<file path="src/rtl/serial_subtractor.sv">
// serial_subtractor: bit-serial a - b, LSB first, one full-subtractor cell and a borrow flop
// Optional signed-overflow output enabled by defining SERIAL_SUBTRACTOR_OVF_EN;
// otherwise ovf is tied low and no overflow flop exists.
module serial_subtractor #(
    parameter int WIDTH = 8
) (
    input  logic             clk,
    input  logic             rst,
    input  logic             start,
    input  logic [WIDTH-1:0] a,
    input  logic [WIDTH-1:0] b,
    output logic             busy,
    output logic             done,
    output logic [WIDTH-1:0] d,
    output logic             bout,
    output logic             ovf
);
    localparam int CW = $clog2(WIDTH);

    typedef enum logic [1:0] {IDLE, BUSY, DONE} state_t;

    state_t           state_q;
    logic [WIDTH-1:0] a_q, b_q, r_q, d_q;
    logic [CW-1:0]    cnt_q;
    logic             br_q, busy_q, done_q, bout_q;
    logic             diff_d, br_d, last;
    logic [WIDTH-1:0] r_d;

    // full-subtractor cell on the current LSBs of the operand shift registers
    always_comb begin
        diff_d = a_q[0] ^ b_q[0] ^ br_q;
        br_d   = (~a_q[0] & b_q[0]) | (~(a_q[0] ^ b_q[0]) & br_q);
        r_d    = {diff_d, r_q[WIDTH-1:1]};
        last   = cnt_q == CW'(WIDTH - 1);
    end

`ifdef SERIAL_SUBTRACTOR_OVF_EN
    logic ovf_q;
    assign ovf = ovf_q;
`else
    assign ovf = 1'b0;
`endif

    // control FSM and serial datapath; at the last bit a_q[0]/b_q[0] hold the operand MSBs
    always_ff @(posedge clk or posedge rst) begin
        if (rst) begin
            state_q <= IDLE;
            a_q     <= '0;
            b_q     <= '0;
            r_q     <= '0;
            d_q     <= '0;
            cnt_q   <= '0;
            br_q    <= 1'b0;
            busy_q  <= 1'b0;
            done_q  <= 1'b0;
            bout_q  <= 1'b0;
`ifdef SERIAL_SUBTRACTOR_OVF_EN
            ovf_q   <= 1'b0;
`endif
        end else begin
            case (state_q)
                IDLE: begin
                    done_q <= 1'b0;
                    if (start) begin
                        a_q     <= a;
                        b_q     <= b;
                        br_q    <= 1'b0;
                        cnt_q   <= '0;
                        busy_q  <= 1'b1;
                        state_q <= BUSY;
                    end
                end
                BUSY: begin
                    a_q   <= a_q >> 1;
                    b_q   <= b_q >> 1;
                    r_q   <= r_d;
                    br_q  <= br_d;
                    cnt_q <= last ? cnt_q : cnt_q + 1'b1;
                    if (last) begin
                        d_q     <= r_d;
                        bout_q  <= br_d;
`ifdef SERIAL_SUBTRACTOR_OVF_EN
                        ovf_q   <= (a_q[0] ^ b_q[0]) & (diff_d ^ a_q[0]);
`endif
                        busy_q  <= 1'b0;
                        done_q  <= 1'b1;
                        state_q <= DONE;
                    end
                end
                default: begin
                    done_q  <= 1'b0;
                    state_q <= IDLE;
                end
            endcase
        end
    end

    assign busy = busy_q;
    assign done = done_q;
    assign d    = d_q;
    assign bout = bout_q;
endmodule

</file>
<file path="config.mk">
export PLATFORM = sky130hd
export DESIGN_NAME = serial_subtractor
export DESIGN_NICKNAME = d
export VERILOG_FILES = /design/src/rtl/serial_subtractor.sv
export SDC_FILE = /design/constraint.sdc
export NUM_CORES = 1
export LEC_CHECK = 0
export ABC_CLOCK_PERIOD_IN_PS = 3830
export BUFFER_PORTS_ARGS = -buffer_cell sky130_fd_sc_hd__buf_2
export CAP_MARGIN = 10
export CORE_UTILIZATION = 40
export DETAILED_ROUTE_END_ITERATION = 10
export GPL_ROUTABILITY_DRIVEN = 0
export GPL_TIMING_DRIVEN = 0
export PLACE_DENSITY_LB_ADDON = 0.08
export SLEW_MARGIN = 25
export SYNTH_ARGS = -nofsm -noshare
export SYNTH_HDL_FRONTEND = slang
export SYNTH_SLANG_ARGS = --single-unit
</file>
<file path="constraint.sdc">
create_clock -name clk -period 3.83 [get_ports clk]
set_input_delay 0.1915 -clock clk [delete_from_list [all_inputs] [get_ports clk]]
set_output_delay 0.1915 -clock clk [all_outputs]
set_load 0.05 [all_outputs]
</file>
==> results of run 1 <==
metal layers:
layer	wire [µm]	GRT usage	vias to the layer above
li1	-	-	599
met1	1560	0.214	573
met2	1700	0.278	27
met3	147	0.0642	2
met4	25	0.0638	0
met5	0	0	-
repair_timing:
| action | CTS | global route |
|---|---|---|
| gates resized for setup | 0 | 0 |
| endpoints found under the hold margin | 19 | 0 |
| hold buffers | 1 | 0 |
| setup endpoints to repair | 0 | 0 |
power groups by stage:
stage | clock (mW) | sequential [mW] | combinational (mW)
after floorplan | 0 | 0.918 | 0.437
after global placement | 0 | 0.736 | 0.779
after detailed placement | 0 | 0.750 | 0.809
after CTS | 0.297 | 0.742 | 0.811
after global routing | 0.318 | 0.765 | 0.870
final | 0.287 | 0.738 | 0.799
critical path, delay by kind of cell (launching register included):
family | cells | cell delay, ns
adder cells (fa/ha/maj) | 2 | 0.46
buffers and inverters | 1 | 0.24
flip-flops | 1 | 0.42
multiplexers | 1 | 0.37
AND/OR/NAND/NOR | 1 | 0.09
worst paths after layout:
check | startpoint | end | depth (start not counted)
min reg2reg | bout$_DFFE_PP0P_ | bout$_DFFE_PP0P_ | 2
min in group asynchronous | rst | b_q[0]$_DFFE_PP0P_ | 3
max | cnt_q[0]$_DFFE_PP0P_ | d[2]$_DFFE_PP0P_ | 5
min | b[7] | b_q[7]$_DFFE_PP0P_ | 2
max in group asynchronous | rst | a_q[2]$_DFFE_PP0P_ | 4
max reg2reg | cnt_q[0]$_DFFE_PP0P_ | d[2]$_DFFE_PP0P_ | 5
through the flow:
step | area [µm²] | worst slack [ns] | cells | utilization | hold WS (ns)
global placement | 1930 | 2.19 | 226 | 0.475 | 0.411
CTS | 2060 | 2.14 | 236 | 0.507 | 0.111
detailed placement | 1960 | 2.16 | 227 | 0.482 | 0.233
finish | 2060 | 2.16 | 236 | 0.507 | 0.116
floorplan | 1720 | 2.32 | 147 | - | 0.324
global route | 2060 | 2.07 | 236 | 0.507 | 0.112
layout make-up:
type	count	area [µm²]	share of cell area
Tap cell	50	62.6	0.0304
Clock buffer	6	82.6	0.0401
Multi-Input combinational cell	93	642	0.312
Clock inverter	2	10.0	0.00486
Buffer	8	55.1	0.0267
Sequential cell	40	1000	0.486
Inverter	6	22.5	0.0109
Timing Repair Buffer	31	183	0.0888
kinds of logic after synthesis:
group | Yosys count | share of synthesized area
muxes | 15 | 0.0982
and+or+nand+nor | 33 | 0.0967
buffers and inverters | 14 | 0.0451
DFF | 40 | 0.582
adders and majority gates | 4 | 0.0335
other | 1 | 0.00218
AOI/OAI and AO/OA | 40 | 0.143
cell usage in the layout (no fill, tap or decap):
| master | instances |
|---|---|
| dfrtp_1 | 40 |
| buf_2 | 34 |
| nor2_1 | 16 |
| mux2_2 | 15 |
| a21oi_1 | 14 |
| o22ai_1 | 13 |
| clkbuf_8 | 6 |
| inv_1 | 5 |
| nand2_1 | 5 |
| o21ai_0 | 5 |
| nand3_1 | 3 |
| ha_1 | 3 |
| buf_6 | 2 |
| a22oi_1 | 2 |
| a22o_1 | 2 |
| clkinv_2 | 2 |
| nor2_4 | 1 |
| o21bai_1 | 1 |
| nand2b_2 | 1 |
| o21ba_2 | 1 |
| nand3b_1 | 1 |
| and3_1 | 1 |
| or4b_1 | 1 |
| o221a_2 | 1 |
| inv_2 | 1 |
| nor4b_1 | 1 |
| a211oi_1 | 1 |
| nor3_1 | 1 |
| and3_2 | 1 |
| or2b_1 | 1 |
| fa_1 | 1 |
| buf_4 | 1 |
| conb_1 | 1 |
| dlygate4sd3_1 | 1 |
| buf_16 | 1 |
registers in the layout (all words and copies together), names as in the netlist:
name     count
a_q          8
b_q          8
d            8
r_q          7
cnt_q        3
state_q      2
bout         1
br_q         1
busy         1
done         1
==> run summary, run 1 <==
first-pass GRT wire length -> 5640 µm
Startpoint Class -> flip-flop
internal power -> 1.08 mW
slew margin rel. -> 0.643
data arrival time of the worst path -> 1.85 ns
final net count -> 208
worst hold path type -> input port to flip-flop
PD cells -> 886 nW/µm²
top-area cell type share of the netlist area -> 0.582
Root Driver -> clkbuf_8
Worst setup EP type -> flip-flop
routed wire length -> 3440 µm
Sink Count -> 40
antenna viol nets, final -> 0
Initial Utilization -> 0.424
P_leak -> 0.971 nW
vias -> 1201
HPWL after detailed placement -> 2500 µm
via/cell ratio -> 5.09
outcome -> complete, no violations
main flop type after synthesis -> dfrtp_1
crit path cell chain -> ha_1 > ha_1 > nand3b_1 > buf_2 > mux2_2
Max Freq -> 597 MHz
Yosys cell types -> 30
Synth async-reset ratio -> 1.00
Slew Viols, Final -> 0
pin count of the biggest net entering global routing -> 22
Clock power frac -> 0.157
RSZ-0062 raised after global routing -> false
CP Class -> flip-flop to flip-flop
vias in the first global route -> 1230
die height -> 67.6 µm
most frequent CP cell -> ha_1
clk buf depth -> 2
top-level port count -> 31
top-count cell post-synth -> dfrtp_1
CTS tree -> yes
Fin Clk Skew -> 0.00684 ns
Total GRT Usage -> 0.174
shortest period the worst path allows -> 1.67 ns
Power, Total -> 1.82 mW
Sw Pwr -> 0.739 mW
TritonCTS Buffers -> 5
Comb pwr share -> 0.438
wire length per cell -> 14.6 µm
PortBufs -> 29
total gr overflow -> 0
Area growth syn-to-layout -> 19.6%
core area -> 4060 µm²
drt first pass iters -> 3
H-tree levels -> 2
Clock Pin Slew Worst Setup and Hold Paths -> 0.08 ns
max incr delay on CP -> 0.42 ns
actual slew at the worst max-slew pin -> 0.535 ns
warnings from Yosys -> 0
setup TNS -> 0 ns
Post-synth EDFFs -> 0
max_cap viols -> 0
critical path's slowest cell -> dfrtp_1
Final setup viols -> 0
part of the power in registers -> 0.405
share of layout cells above drive strength 1 -> 0.360
initial DRC count -> 38
Seq cells post-synth -> 40
area leader, netlist -> dfrtp_1
cells after synthesis -> 147
initial antenna violation count -> 0
setup bufs post-CTS -> 0
sequential fraction of the synthesis area -> 0.582
most common library cells after synthesis -> 40 x dfrtp_1, 16 x nor2_1, 15 x mux2_2
worst skew pair latency -> 0.29 ns
top cells by area, synth -> dfrtp_1 58%, mux2_2 9.8%, o22ai_1 4.7%, a21oi_1 4.1%, nor2_1 3.5%
syn nets -> 170
reg2reg setup slack -> 2.16 ns
Hold Vio Cnt, Final -> 0
Tcrit/Tclk final -> 0.437
Die X -> 67.6 µm
drt drc -> 0
Avg Inst Size Synth -> 11.7 µm²
Data required, critical path -> 4.01 ns
switch share -> 0.405
Die Footprint -> 4570 µm²
VDD IR max -> 0.345 mV
Core Rows -> 23
antenna cells -> 0
Mapped Area -> 1720 µm²
CP Max Fanout -> 10
Fillers -> 390
(Power assumes the default switching activity.)
==> run 2: changes to the inputs <==
--- a/config.mk
+++ b/config.mk
@@ -5,7 +5,8 @@
 export SDC_FILE = /design/constraint.sdc
 export NUM_CORES = 1
 export LEC_CHECK = 0
-export ABC_CLOCK_PERIOD_IN_PS = 3830
+export ABC_AREA = 1
+export ABC_CLOCK_PERIOD_IN_PS = 1400
 export BUFFER_PORTS_ARGS = -buffer_cell sky130_fd_sc_hd__buf_2
 export CAP_MARGIN = 10
 export CORE_UTILIZATION = 40
==> constraint.sdc (replaced) <==
create_clock -name clk -period 1.4 [get_ports clk]
set_input_delay 0.07 -clock clk [delete_from_list [all_inputs] [get_ports clk]]
set_output_delay 0.07 -clock clk [all_outputs]
set_load 0.05 [all_outputs]
==> run 2 against run 1 <==
  * First-iteration DRC count increased by 130%
  * Worst setup slack got worse by 2.0 ns
  * Final area increased by 15%
  * Die area increased by 13%
  * Cell count increased by 43%
  * Global-route usage increased by 0.61 points
  * Hold slack got worse by 0.055 ns
  * Via count increased by 29%
  * Combinational power increased to 3.1 times the previous value
  * Critical path type unchanged
  * Critical endpoint is now busy$_DFFE_PP0P_
  * Largest cell class unchanged
==> run summary, run 2 <==
P_leak -> 1.29 nW (+33%)
Placed Cells -> 325 (+43%)
hold slack -> 0.0611 ns (-0.0553 ns)
worst skew pair latency -> 0.30 ns (about the same)
cells after synthesis -> 228 (+55%)
Mapped Area -> 1960 µm² (+14%)
Total GRT Usage -> 0.180 (+0.00611)
Worst setup EP type -> flip-flop
vias in the first global route -> 1505 (+22%)
main flop type after synthesis -> dfrtp_1
antenna cells -> 0 (unchanged)
outcome -> complete, no violations
worst r2r src -> cnt_q[0]$_DFFE_PP0P_
Post-Layout Cell Count -> 337 (+43%)
data arrival time of the worst path -> 1.53 ns (-0.32 ns)
fin util -> 0.501 (-0.00579)
Avg Inst Size Synth -> 8.58 µm² (-27%)
Hold Vio Cnt, Final -> 0 (unchanged)
Initial Utilization -> 0.414 (-0.00995)
worst-case reg-to-reg path depth -> 6 (+1)
Clock Pin Slew Worst Setup and Hold Paths -> 0.08 ns (about the same)
Area growth syn-to-layout -> 21.1%
placed instance area -> 2200 µm² (+13%)
initial DRC count -> 86 (+130%)
total gr overflow -> 0 (unchanged)
area leader, netlist -> dfrtp_1
PD cells -> 2290 nW/µm² (+160%)
Max Freq -> 777 MHz (+30%)
max incr delay on CP -> 0.40 ns (-0.02 ns)
Die X -> 71.9 µm (+6.4%)
top cells by area, synth -> dfrtp_1 51%, nand3_1 11%, nand2_1 11%, inv_1 7.5%, o21ai_2 3.6%
VDD IR max -> 0.854 mV (+150%)
final net count -> 292 (+40%)
critical path's slowest cell -> dfrtp_1
die height -> 71.9 µm (+6.4%)
CTS tree -> yes
share of layout cells above drive strength 1 -> 0.256 (-0.105)
reg2reg setup slack -> 0.11 ns (-2.04 ns)
worst hold path type -> input port to flip-flop
setup TNS -> 0 ns (unchanged)
Fillers -> 472 (+21%)
Yosys cell types -> 20 (-33%)
Die Footprint -> 5170 µm² (+13%)
top-level port count -> 31 (unchanged)
warnings from Yosys -> 0 (unchanged)
pin count of the biggest net entering global routing -> 30 (+36%)
Design Area, Final -> 2370 µm² (+15%)
antenna viol nets, final -> 0 (unchanged)
syn nets -> 251 (+48%)
via/cell ratio -> 4.58 (-9.9%)
Synth async-reset ratio -> 1.00 (unchanged)
Data required, critical path -> 1.64 ns (-2.37 ns)
Setup crit end -> busy$_DFFE_PP0P_
top-area cell type share of the netlist area -> 0.512 (-0.0700)
first-pass GRT wire length -> 6980 µm (+24%)
routed wire length -> 4100 µm (+19%)
Post-synth EDFFs -> 0 (unchanged)
Sink Count -> 40 (unchanged)
most frequent cells in the layout -> 55 x nand2_1, 42 x nand3_1, 40 x dfrtp_1
most frequent CP cell -> nand2_1
crit path cell chain -> ha_1 > ha_2 > nand2_4 > buf_8 > nand2_1 > nand2_1
drt drc -> 0 (unchanged)
Startpoint Class -> flip-flop
core area -> 4720 µm² (+16%)
RSZ-0062 raised after global routing -> false
top-count cell post-synth -> nand2_1
initial antenna violation count -> 0 (unchanged)
TritonCTS Buffers -> 5 (unchanged)
H-tree levels -> 2 (unchanged)
CP Max Fanout -> 10 (unchanged)
commonest non-fill, non-tap cell in the layout -> nand2_1
CP Class -> flip-flop to flip-flop
Core Rows -> 25 (+8.7%)
setup bufs post-CTS -> 0 (unchanged)
PortBufs -> 29 (unchanged)
Tcrit/Tclk final -> 0.919 (+0.482)
clk buf depth -> 2 (unchanged)
Fin Clk Skew -> 0.00513 ns (-0.00170 ns)
max_cap viols -> 0 (unchanged)
drt first pass iters -> 4 (+1)
most common library cells after synthesis -> 55 x nand2_1, 43 x nand3_1, 40 x dfrtp_1
shortest period the worst path allows -> 1.29 ns (-0.387 ns)
crit path from -> cnt_q[0]$_DFFE_PP0P_
Final setup viols -> 0 (unchanged)
sequential fraction of the synthesis area -> 0.512 (-0.0700)
vias -> 1545 (+29%)
wire length per cell -> 12.2 µm (-17%)
reg2reg end -> busy$_DFFE_PP0P_
Slew Viols, Final -> 0 (unchanged)
Root Driver -> clkbuf_8
Seq cells post-synth -> 40 (unchanged)
HPWL after detailed placement -> 2760 µm (+10%)
==> run 2: stage by stage <==
stage          worst slack, ns  power, mW
5_1_grt                 0.0128       5.93
6_report                 0.113       5.43
3_3_place_gp            -0.210       4.42
3_5_place_dp            0.0382       4.48
4_1_cts                 0.0199       5.48
2_1_floorplan            0.163       3.90
==> run 2: cells by family (layout without fill, tap and decap cells) <==
family,Yosys count,in the layout,share of synthesized area
other,1,1,0.00192
buffers and inverters,53,94,0.125
adder cells (fa/ha/maj),4,4,0.0294
AO/OA/AOI/OAI,18,18,0.0614
flip-flops,40,40,0.512
AND/OR/NAND/NOR,112,113,0.270
==> run 2: metal layers <==
layer  track usage  share of wire  vias to the layer above
li1              -              -                      792
met1         0.226           0.47                      708
met2         0.296           0.47                       38
met4        0.0980          0.022                        0
met5             0              0                        -
met3        0.0347          0.035                        7
==> run 2: cell type report <==
| type | instances | area (µm²) | share of cell area |
|---|---|---|---|
| Tap cell | 67 | 83.8 | 0.0354 |
| Buffer | 12 | 92.6 | 0.0391 |
| Timing Repair Buffer | 33 | 195 | 0.0824 |
| Clock inverter | 3 | 47.5 | 0.0201 |
| Sequential cell | 40 | 1000 | 0.423 |
| Inverter | 41 | 156 | 0.0660 |
| Multi-Input combinational cell | 136 | 723 | 0.305 |
| Clock buffer | 5 | 68.8 | 0.0291 |
==> run 2: worst min-delay path by stage <==
stage | from | slack [ns] | cells past startpoint | endpoint
5_1_grt | b[5] | 0.09 | 5 | b_q[5]$_DFFE_PP0P_
6_report | b[1] | 0.06 | 3 | b_q[1]$_DFFE_PP0P_
3_3_place_gp | a[7] | 0.28 | 3 | a_q[7]$_DFFE_PP0P_
2_1_floorplan | a[7] | 0.19 | 2 | a_q[7]$_DFFE_PP0P_
3_5_place_dp | rst | 0.03 | 2 | d[4]$_DFFE_PP0P_
4_1_cts | b[1] | 0.05 | 3 | b_q[1]$_DFFE_PP0P_
==> run 2: timing repair <==
item                                   4_1_cts  5_1_grt
endpoints found under the hold margin       42        0
gates resized for setup                      0        3
setup endpoints to repair                    0       12
hold buffers                                 3        0
==> run 2: power by group <==
part           leakage [nW]  internal [mW]  switching, mW
combinational         0.735          0.833           1.68
sequential            0.497           1.68          0.256
clock                0.0583          0.537          0.446
==> run 2: critical path: cells and delay by family (launching register included) <==
family | cells | cell delay [ns]
DFF | 1 | 0.40
buffers and inverters | 1 | 0.16
and+or+nand+nor | 3 | 0.21
adders and majority gates | 2 | 0.45
==> run 3: changes to the inputs <==
--- a/config.mk
+++ b/config.mk
@@ -12,7 +12,6 @@
 export CORE_UTILIZATION = 40
 export DETAILED_ROUTE_END_ITERATION = 10
 export GPL_ROUTABILITY_DRIVEN = 0
-export GPL_TIMING_DRIVEN = 0
 export PLACE_DENSITY_LB_ADDON = 0.08
 export SLEW_MARGIN = 25
 export SYNTH_ARGS = -nofsm -noshare
==> run 3 against run 2 <==
  * Final area fell by 2.1%
  * Largest cell class unchanged
  * Register-to-register slack improved by 0.02 ns
  * Highest routed layer unchanged
  * Sequential share of layout area rose by 0.89 points
  * Sequential power barely moved
  * Worst setup slack improved by 0.016 ns
==> run summary, run 3 (synthesis results as in run 2) <==
slew margin rel. -> 0.660
Slew Viols, Final -> 0 (unchanged)
CTS tree -> yes
PortBufs -> 29 (unchanged)
Die Footprint -> 5170 µm² (unchanged)
crit path buf inv count -> 0 (-1)
worst hold path type -> input port to flip-flop
pin count of the biggest net entering global routing -> 41 (+37%)
internal power -> 3.05 mW (-0.12%)
Placed Cells -> 321 (-1.2%)
first-pass GRT wire length -> 6710 µm (-4.0%)
Die X -> 71.9 µm (unchanged)
Tcrit/Tclk final -> 0.908 (-0.0113)
Root Driver -> clkbuf_8
routed wire length -> 3790 µm (-7.5%)
final net count -> 287 (-1.7%)
max_cap viols -> 0 (unchanged)
data arrival time of the worst path -> 1.46 ns (-0.07 ns)
core area -> 4720 µm² (unchanged)
Final setup viols -> 0 (unchanged)
fin util -> 0.491 (-0.0103)
TritonCTS Buffers -> 5 (unchanged)
vias -> 1522 (-1.5%)
H-tree levels -> 2 (unchanged)
worst skew pair latency -> 0.29 ns (about the same)
M2 GR Usage -> 0.277 (-0.0189)
Area growth syn-to-layout -> 18.6%
FF+latch area -> 1000 µm² (unchanged)
actual slew at the worst max-slew pin -> 0.510 ns
reg2reg setup slack -> 0.13 ns (+0.02 ns)
share of layout cells above drive strength 1 -> 0.234 (-0.0216)
part of the power in registers -> 0.366 (+0.010)
critical path's slowest cell -> dfrtp_1
outcome -> complete, no violations
hold slack -> 0.0125 ns (-0.0486 ns)
shortest period the worst path allows -> 1.27 ns (-0.0158 ns)
Initial Utilization -> 0.414 (unchanged)
P_leak -> 1.27 nW (-1.8%)
PD cells -> 2300 nW/µm² (+0.37%)
CP Max Fanout -> 9 (-1)
most frequent cells in the layout -> 55 x nand2_1, 42 x nand3_1, 40 x dfrtp_1
Clock Pin Slew Worst Setup and Hold Paths -> 0.07 ns (about the same)
Clock power frac -> 0.172 (-0.009)
via/cell ratio -> 4.58 (about the same)
grt met1 use -> 0.216 (-0.00976)
antenna viol nets, final -> 0 (unchanged)
Sink Count -> 40 (unchanged)
max incr delay on CP -> 0.37 ns (-0.03 ns)
setup TNS -> 0 ns (unchanged)
RSZ-0062 raised after global routing -> false
drt drc -> 0 (unchanged)
Fillers -> 485 (+2.8%)
Hold Vio Cnt, Final -> 0 (unchanged)
crit path cell chain -> ha_1 > ha_1 > nand2_4 > nand2_1 > nand2_1
footprint of the multi-input gates -> 726 µm² (+0.35%)
initial antenna violation count -> 0 (unchanged)
vias in the first global route -> 1499 (-0.40%)
Comb pwr share -> 0.462 (about the same)
Core Rows -> 25 (unchanged)
wire length per cell -> 11.4 µm (-6.1%)
setup bufs post-CTS -> 0 (unchanged)
commonest non-fill, non-tap cell in the layout -> nand2_1
initial DRC count -> 91 (+5.8%)
Startpoint Class -> flip-flop
GR peak layer -> met2
drt first pass iters -> 4 (unchanged)
Max Freq -> 787 MHz (+1.2%)
VDD IR max -> 0.883 mV (+3.4%)
CP Class -> flip-flop to flip-flop
met3 Resource Use GR -> 0.0431 (+0.00833)
Worst setup EP type -> flip-flop
switch share -> 0.429 (-0.00905)
Total GRT Usage -> 0.172 (-0.00876)
Post-Layout Cell Count -> 332 (-1.5%)
die height -> 71.9 µm (unchanged)
total gr overflow -> 0 (unchanged)
clk buf depth -> 2 (unchanged)
Sw Pwr -> 2.29 mW (-3.7%)
CP delay by family, top -> adder cells
antenna cells -> 0 (unchanged)
top-level port count -> 31 (unchanged)
HPWL after detailed placement -> 2560 µm (-7.4%)
Data required, critical path -> 1.59 ns (-0.05 ns)
Fin Clk Skew -> 0.00667 ns (+0.00153 ns)
## run 3: cell types whose count changed in the layout (fill, tap and decap cells not counted), sizes merged
cell	before	now
buf	42	38
clkbuf	5	6
clkinv	2	1
dlygate4sd3	3	2
## run 3: what timing repair did
| item | in CTS | in global routing |
|---|---|---|
| setup endpoints to repair | 0 | 6 |
| hold endpoints to repair | 41 | 0 |
| hold buffers | 2 | 0 |
| resized for setup | 0 | 2 |
## run 3: final timing paths
kind,from,to,cells after the start
min reg2reg,d[0]$_DFFE_PP0P_,d[0]$_DFFE_PP0P_,2
min in group asynchronous,rst,bout$_DFFE_PP0P_,4
min,b[7],b_q[7]$_DFFE_PP0P_,3
max reg2reg,cnt_q[0]$_DFFE_PP0P_,d[0]$_DFFE_PP0P_,5
max in group asynchronous,rst,state_q[1]$_DFFE_PP0P_,4
max,cnt_q[0]$_DFFE_PP0P_,d[0]$_DFFE_PP0P_,5
## run 3: power groups by stage
| stage | Clock [mW] | Sequential, mW | Combinational, mW |
|---|---|---|---|
| after global routing | 1.00 | 2.02 | 2.83 |
| after detailed placement | 0 | 1.97 | 2.48 |
| after global placement | 0 | 1.98 | 2.45 |
| final | 0.920 | 1.95 | 2.47 |
| after CTS | 0.959 | 1.96 | 2.48 |
| after floorplan | 0 | 2.38 | 1.51 |
## run 3: layer usage
| layer | vias to the layer above | share of wire |
|---|---|---|
| met2 | 28 | 0.48 |
| li1 | 782 | - |
| met3 | 8 | 0.038 |
| met4 | 0 | 0.022 |
| met5 | - | 0 |
| met1 | 704 | 0.46 |
## run 3: per-stage QoR
stage          power [mW]  setup slack [ns]  instance area, µm²
6_report             5.34             0.129                2320
5_1_grt              5.85            0.0211                2320
4_1_cts              5.40            0.0820                2300
3_5_place_dp         4.45            0.0948                2180
3_3_place_gp         4.43             0.104                2180
2_1_floorplan        3.90             0.163                1960
## run 3: layout make-up
class	instances	share of cell area
clock buffer	6	0.0313
clock inverter	2	0.0151
inverter	41	0.0674
multi-input combinational	136	0.313
sequential	40	0.432
tap	67	0.0361
timing repair buffer	40	0.106
## run 3: worst register-to-register path: stages (launching register included)
cell and delay, ns:
dfrtp_1 0.37, ha_1 0.18, ha_1 0.32, nand2_4 0.17, nand2_1 0.09, nand2_1 0.04
